**src/rtl/mem_arbiter_pkg.sv**
```systemverilog
// mem_arb_pkg: arbiter states and data-access size encodings shared by mem_arbiter
package mem_arb_pkg;
   typedef enum logic [1:0] {IDLE, DBUS, FBUS} arb_state_t;
   localparam logic [1:0] LS_WORD = 2'b00;
   localparam logic [1:0] LS_HALF = 2'b01;
   localparam logic [1:0] LS_BYTE = 2'b10;
   localparam logic [3:0] BE_WORD = 4'b1111;
endpackage

```
**src/rtl/mem_arbiter_be_gen.sv**
```systemverilog
// mem_be_gen: byte enables and lane-replicated store data for a data-port access
module mem_be_gen
   import mem_arb_pkg::*;
(
   input  logic [1:0]  ls,
   input  logic [1:0]  addr,
   input  logic [31:0] wdata,
   output logic [3:0]  be,
   output logic [31:0] bus_wdata
);
   // size 11 falls through to a full-word access
   assign be = ls == LS_WORD ? BE_WORD :
               ls == LS_HALF ? (addr[1] ? 4'b1100 : 4'b0011) :
               ls == LS_BYTE ? 4'b0001 << addr : BE_WORD;
   assign bus_wdata = ls == LS_HALF ? {2{wdata[15:0]}} :
                      ls == LS_BYTE ? {4{wdata[7:0]}} : wdata;
endmodule

```
**src/rtl/mem_arbiter.sv**
```systemverilog
// mem_arbiter: shares one variable-latency memory between fetch and data ports, data first.
// Define MEM_ARB_PERF_EN to add saturating stall-cycle counters.
module mem_arbiter
   import mem_arb_pkg::*;
#(
   parameter int ADDR_W = 32,
   parameter int DATA_W = 32
) (
   input  logic              clk,
   input  logic              reset,
   input  logic              if_req,
   input  logic [ADDR_W-1:0] if_addr,
   output logic [DATA_W-1:0] if_rdata,
   output logic              if_stall,
   input  logic              dm_req,
   input  logic              dm_we,
   input  logic [1:0]        dm_ls,
   input  logic [ADDR_W-1:0] dm_addr,
   input  logic [DATA_W-1:0] dm_wdata,
   output logic [DATA_W-1:0] dm_rdata,
   output logic              dm_stall,
   output logic              mem_req,
   output logic              mem_we,
   output logic [3:0]        mem_be,
   output logic [ADDR_W-1:0] mem_addr,
   output logic [DATA_W-1:0] mem_wdata,
   input  logic [DATA_W-1:0] mem_rdata,
   input  logic              mem_ack
`ifdef MEM_ARB_PERF_EN
   ,
   output logic [31:0]       perf_dstall_cnt,
   output logic [31:0]       perf_istall_cnt
`endif
);
   arb_state_t state, nxt;
   logic dm_done, if_done, advance;
   logic [3:0] be;
   logic [DATA_W-1:0] wd;
   logic unused_addr_bits;
   assign unused_addr_bits = ^if_addr[1:0];
   mem_be_gen u_be (.ls(dm_ls), .addr(dm_addr[1:0]), .wdata(dm_wdata), .be(be), .bus_wdata(wd));
   assign dm_stall = dm_req & ~dm_done;
   assign if_stall = if_req & ~if_done;
   assign advance  = ~dm_stall & ~if_stall;
   always_comb begin
      nxt = IDLE;
      case (state)
         IDLE:    nxt = dm_stall ? DBUS : if_stall ? FBUS : IDLE;
         DBUS:    nxt = mem_ack ? (if_stall ? FBUS : IDLE) : DBUS;
         FBUS:    nxt = mem_ack ? (dm_stall ? DBUS : IDLE) : FBUS;
         default: nxt = IDLE;
      endcase
   end
   always_ff @(posedge clk or posedge reset) begin
      if (reset) begin
         state     <= IDLE;
         dm_done   <= 1'b0;
         if_done   <= 1'b0;
         dm_rdata  <= '0;
         if_rdata  <= '0;
         mem_req   <= 1'b0;
         mem_we    <= 1'b0;
         mem_be    <= '0;
         mem_addr  <= '0;
         mem_wdata <= '0;
      end else begin
         state <= nxt;
         // a completion wins over a same-cycle advance so a dropped request still records done
         dm_done <= (state == DBUS && mem_ack) ? 1'b1 : advance ? 1'b0 : dm_done;
         if_done <= (state == FBUS && mem_ack) ? 1'b1 : advance ? 1'b0 : if_done;
         if (state == DBUS && mem_ack) dm_rdata <= mem_rdata;
         if (state == FBUS && mem_ack) if_rdata <= mem_rdata;
         if (nxt == DBUS && state != DBUS) begin
            mem_req   <= 1'b1;
            mem_we    <= dm_we;
            mem_be    <= be;
            mem_addr  <= {dm_addr[ADDR_W-1:2], 2'b00};
            mem_wdata <= wd;
         end else if (nxt == FBUS && state != FBUS) begin
            mem_req   <= 1'b1;
            mem_we    <= 1'b0;
            mem_be    <= BE_WORD;
            mem_addr  <= {if_addr[ADDR_W-1:2], 2'b00};
            mem_wdata <= '0;
         end else if (nxt == IDLE) begin
            mem_req   <= 1'b0;
            mem_we    <= 1'b0;
            mem_be    <= '0;
            mem_addr  <= '0;
            mem_wdata <= '0;
         end
      end
   end
`ifdef MEM_ARB_PERF_EN
   always_ff @(posedge clk or posedge reset) begin
      if (reset) begin
         perf_dstall_cnt <= '0;
         perf_istall_cnt <= '0;
      end else begin
         perf_dstall_cnt <= (dm_stall && perf_dstall_cnt != '1) ? perf_dstall_cnt + 32'd1 : perf_dstall_cnt;
         perf_istall_cnt <= (if_stall && perf_istall_cnt != '1) ? perf_istall_cnt + 32'd1 : perf_istall_cnt;
      end
   end
`endif
endmodule

```
**config.mk**
```make
export PLATFORM = sky130hd
export DESIGN_NAME = mem_arbiter
export DESIGN_NICKNAME = d
export VERILOG_FILES = /design/src/rtl/mem_arbiter_pkg.sv /design/src/rtl/mem_arbiter_be_gen.sv /design/src/rtl/mem_arbiter.sv
export SDC_FILE = /design/constraint.sdc
export NUM_CORES = 1
export LEC_CHECK = 0
export CELL_PAD_IN_SITES_DETAIL_PLACEMENT = 1
export CELL_PAD_IN_SITES_GLOBAL_PLACEMENT = 1
export CORE_MARGIN = 10
export CORE_UTILIZATION = 32
export DETAILED_ROUTE_END_ITERATION = 12
export HOLD_SLACK_MARGIN = 0.1
export PLACE_DENSITY = 0.87
export SETUP_SLACK_MARGIN = 0.15
export SLEW_MARGIN = 10
export SYNTH_ARGS = -nofsm -noshare
export SYNTH_HDL_FRONTEND = slang
export SYNTH_SLANG_ARGS = --single-unit
```
**constraint.sdc**
```tcl
create_clock -name clk -period 6 [get_ports clk]
set_clock_uncertainty 0.1 [all_clocks]
set_input_delay 1.5 -clock clk [delete_from_list [all_inputs] [get_ports clk]]
set_output_delay 1.5 -clock clk [all_outputs]
set_load 0.02 [all_outputs]
```
==> summary.txt <==
Die Y - 159 um
Final hold viol count - 0
Critical Path RT - 4.40 ns
Yosys reg bits - 136
Total CTS buffers - 17
Placed Area - 9120 um2
H-tree Lvls - 4
Cell family with most CP delay - buffers and inverters
CP cell instances - clkdlybuf4s50_1 > nor2b_1 > clkdlybuf4s50_1
Vias in the first global route - 5885
Synth Cell Area - 6220 um2
First-pass GRT wire length - 35900 um
CTS clock-pin slew for the worst setup and hold paths - 0.06 ns
Total number of vias - 5285
Initial core utilization - 32.9%
Initial DRC count - 208
P_sw - 2060 uW
Post-CTS Resized - 0
Cell chosen for the clock root - clkbuf_16
Final worst setup slack - 1.36 ns
Worst-margin pin slew - 1.13 ns
Largest stage delay on the critical path - 0.72 ns
Setup crit start kind - input port
Critical path type - in2out
Design area - 9810 um2
Die W - 159 um
Share of layout cells above drive strength 1 - 7.22%
Placer congestion estimate - 0.801
Initial antenna violation count - 1
Synth warn - 0
Flop pwr share - 29.7%
Sw Ratio - 38.7%
Most common cell after layout, fill and taps aside - clkdlybuf4s50_1
Count of different cell masters after synthesis - 40
Gr usage total - 18.0%
Router iterations before antenna repair - 4
PD cells - 544 nW/um2
CP Capture Type - output port
Final ANT Viol Nets - 0
Crit-path max FO - 5
Syn avg cell area - 11.9 um2
Post-synthesis cell count - 524
Hpwl dp - 17400 um
Clock share of power - 23.2%
Max-cap violations - 0
FMAX - 0.216 GHz
Internal power - 3270 uW
Clk sinks - 136
Hold_ws - 0.387 ns
FFs w/ async S/R, synth - 100%
Number of synthesized flops with an enable pin - 0
Setup bufs post-CTS - 0
Seq/Total Area, Yosys - 54.7%
Status - completed
CP Buf/Inv Count - 2
TritonCTS clock tree - built
Hold Buf Count CTS - 0
Slew Limit Fails - 0
CP most frequent cell - clkdlybuf4s50_1
Pin count of the biggest net entering global routing - 80
Pre-CTS setup slack - 1.35 ns
P&R area growth vs syn - 57.7%
DIE AREA - 25400 um2
# port buffers - 267
Rows - 50
Core box area - 18900 um2
Worst Setup SP - dm_req
Critical path's slowest cell - clkdlybuf4s50_1
Gate power share - 47.2%
Total gr overflow - 0
Latest clock arrival within the worst-skew pair - 0.41 ns
Critical path arrival - 3.04 ns
Setup violators final - 0
LEAKAGE - 0.00408 uW
Routed len/inst - 22.0 um
Post-DR vias/cell - 5.03
Top-level I/O count - 272
Final worst path period share - 77.3%
Worst hold start - if_rdata[26]$_DFFE_PP0P_
TNS Setup - 0 ns
Max-slew headroom - 24.6%
Max rail drop VDD - 0.187 mV
Period minus WS final - 4.64 ns
Hold Path Class - reg2reg
Clk buf depth - 2
Ys flop type - dfrtp_1
Crit Reg-Reg Startpoint - state[1]$_DFF_PP0_
Final core utilization - 51.9%
Wire length after detailed routing - 23200 um
Final nets - 914
Unrepaired setup endpoints after global routing - no
Commonest non-fill, non-tap cells in the layout - clkdlybuf4s50_1 (267), dfrtp_1 (136), mux2_1 (64), nand2_1 (49)
DRC viols - 0
-- layer usage --
layer	track usage, %	share of wire (%)	up-vias
met1	20.8	42	2635
met2	30.1	49	200
li1	-	-	2431
met4	5.01	1.2	0
met3	7.10	8.0	19
met5	0	0	-
-- final timing paths --
| kind | end | cells past startpoint | slack, ns |
|---|---|---|---|
| worst max-delay path | dm_stall | 3 | 1.36 |
| worst min-delay path | if_rdata[26]$_DFFE_PP0P_ | 1 | 0.39 |
| worst max register to register | dm_rdata[14]$_DFFE_PP0P_ | 4 | 3.33 |
| worst min register to register | if_rdata[26]$_DFFE_PP0P_ | 1 | 0.39 |
| max in group asynchronous | if_rdata[26]$_DFFE_PP0P_ | 3 | 3.36 |
| min in group asynchronous | mem_wdata[18]$_DFFE_PP0P_ | 2 | 1.52 |
-- stage by stage --
step / instances / power [uW]
2_1_floorplan: 525 / 2870
3_3_place_gp: 1019 / 4060
3_5_place_dp: 1019 / 4150
4_1_cts: 1050 / 5410
5_1_grt: 1051 / 5640
6_report: 1051 / 5340
-- power groups by stage --
stage	logic [uW]	registers [uW]	clock network, uW
detailed placement	2550	1600	0
global route	2690	1640	1310
finish	2520	1580	1240
global placement	2500	1570	0
CTS	2560	1590	1270
floorplan	826	2040	0
-- logic make-up (layout without fill, tap and decap cells) --
group	after synthesis	count (layout)	share of synthesized area [%]
buffers and inverters	50	315	3.70
other	1	3	0.0603
XOR/XNOR	2	2	0.402
flip-flops	136	136	54.7
adder cells (fa/ha/maj)	1	1	0.161
AND/OR/NAND/NOR	159	159	14.1
AO/OA/AOI/OAI	78	78	9.99
multiplexers	97	97	16.9
-- sequential cells by signal (all words and copies together), names as in the netlist --
name	count
dm_rdata	32
mem_be	4
if_rdata	32
mem_wdata	32
state	2
mem_addr	30
mem_req	1
dm_done	1
if_done	1
mem_we	1
-- synth_stat cells, types with 2 or more instances --
master / n / area [um2]
dfrtp_1: 136 / 3400
mux2_1: 64 / 721
nand2_1: 49 / 184
mux2i_1: 33 / 330
nor2b_1: 33 / 206
a31oi_1: 30 / 188
nand4_1: 30 / 188
nor3_1: 30 / 150
clkbuf_1: 21 / 78.8
buf_2: 19 / 95.1
o2bb2ai_1: 17 / 149
a22o_1: 10 / 87.6
a32o_1: 7 / 70.1
buf_4: 5 / 37.5
nand2b_1: 4 / 25.0
inv_1: 3 / 11.3
a2111oi_2: 2 / 30.0
a211o_1: 2 / 17.5
a211oi_1: 2 / 15.0
a221o_1: 2 / 20.0
inv_2: 2 / 7.51
nor2_1: 2 / 7.51
nor3b_2: 2 / 25.0
nor4_1: 2 / 12.5
o21ai_0: 2 / 10.0
-- layout make-up --
type                    count  area (um2)
diodes                      1        2.50
clock buffers              17         425
clock inverters            14         260
fillers                  2015        9080
inverters                   5        23.8
multi-input cells         339        2610
flip-flops and latches    136        3400
well taps                 260         325
repair buffers            279        2760
No activity file was read; power rests on OpenSTA's default activity.
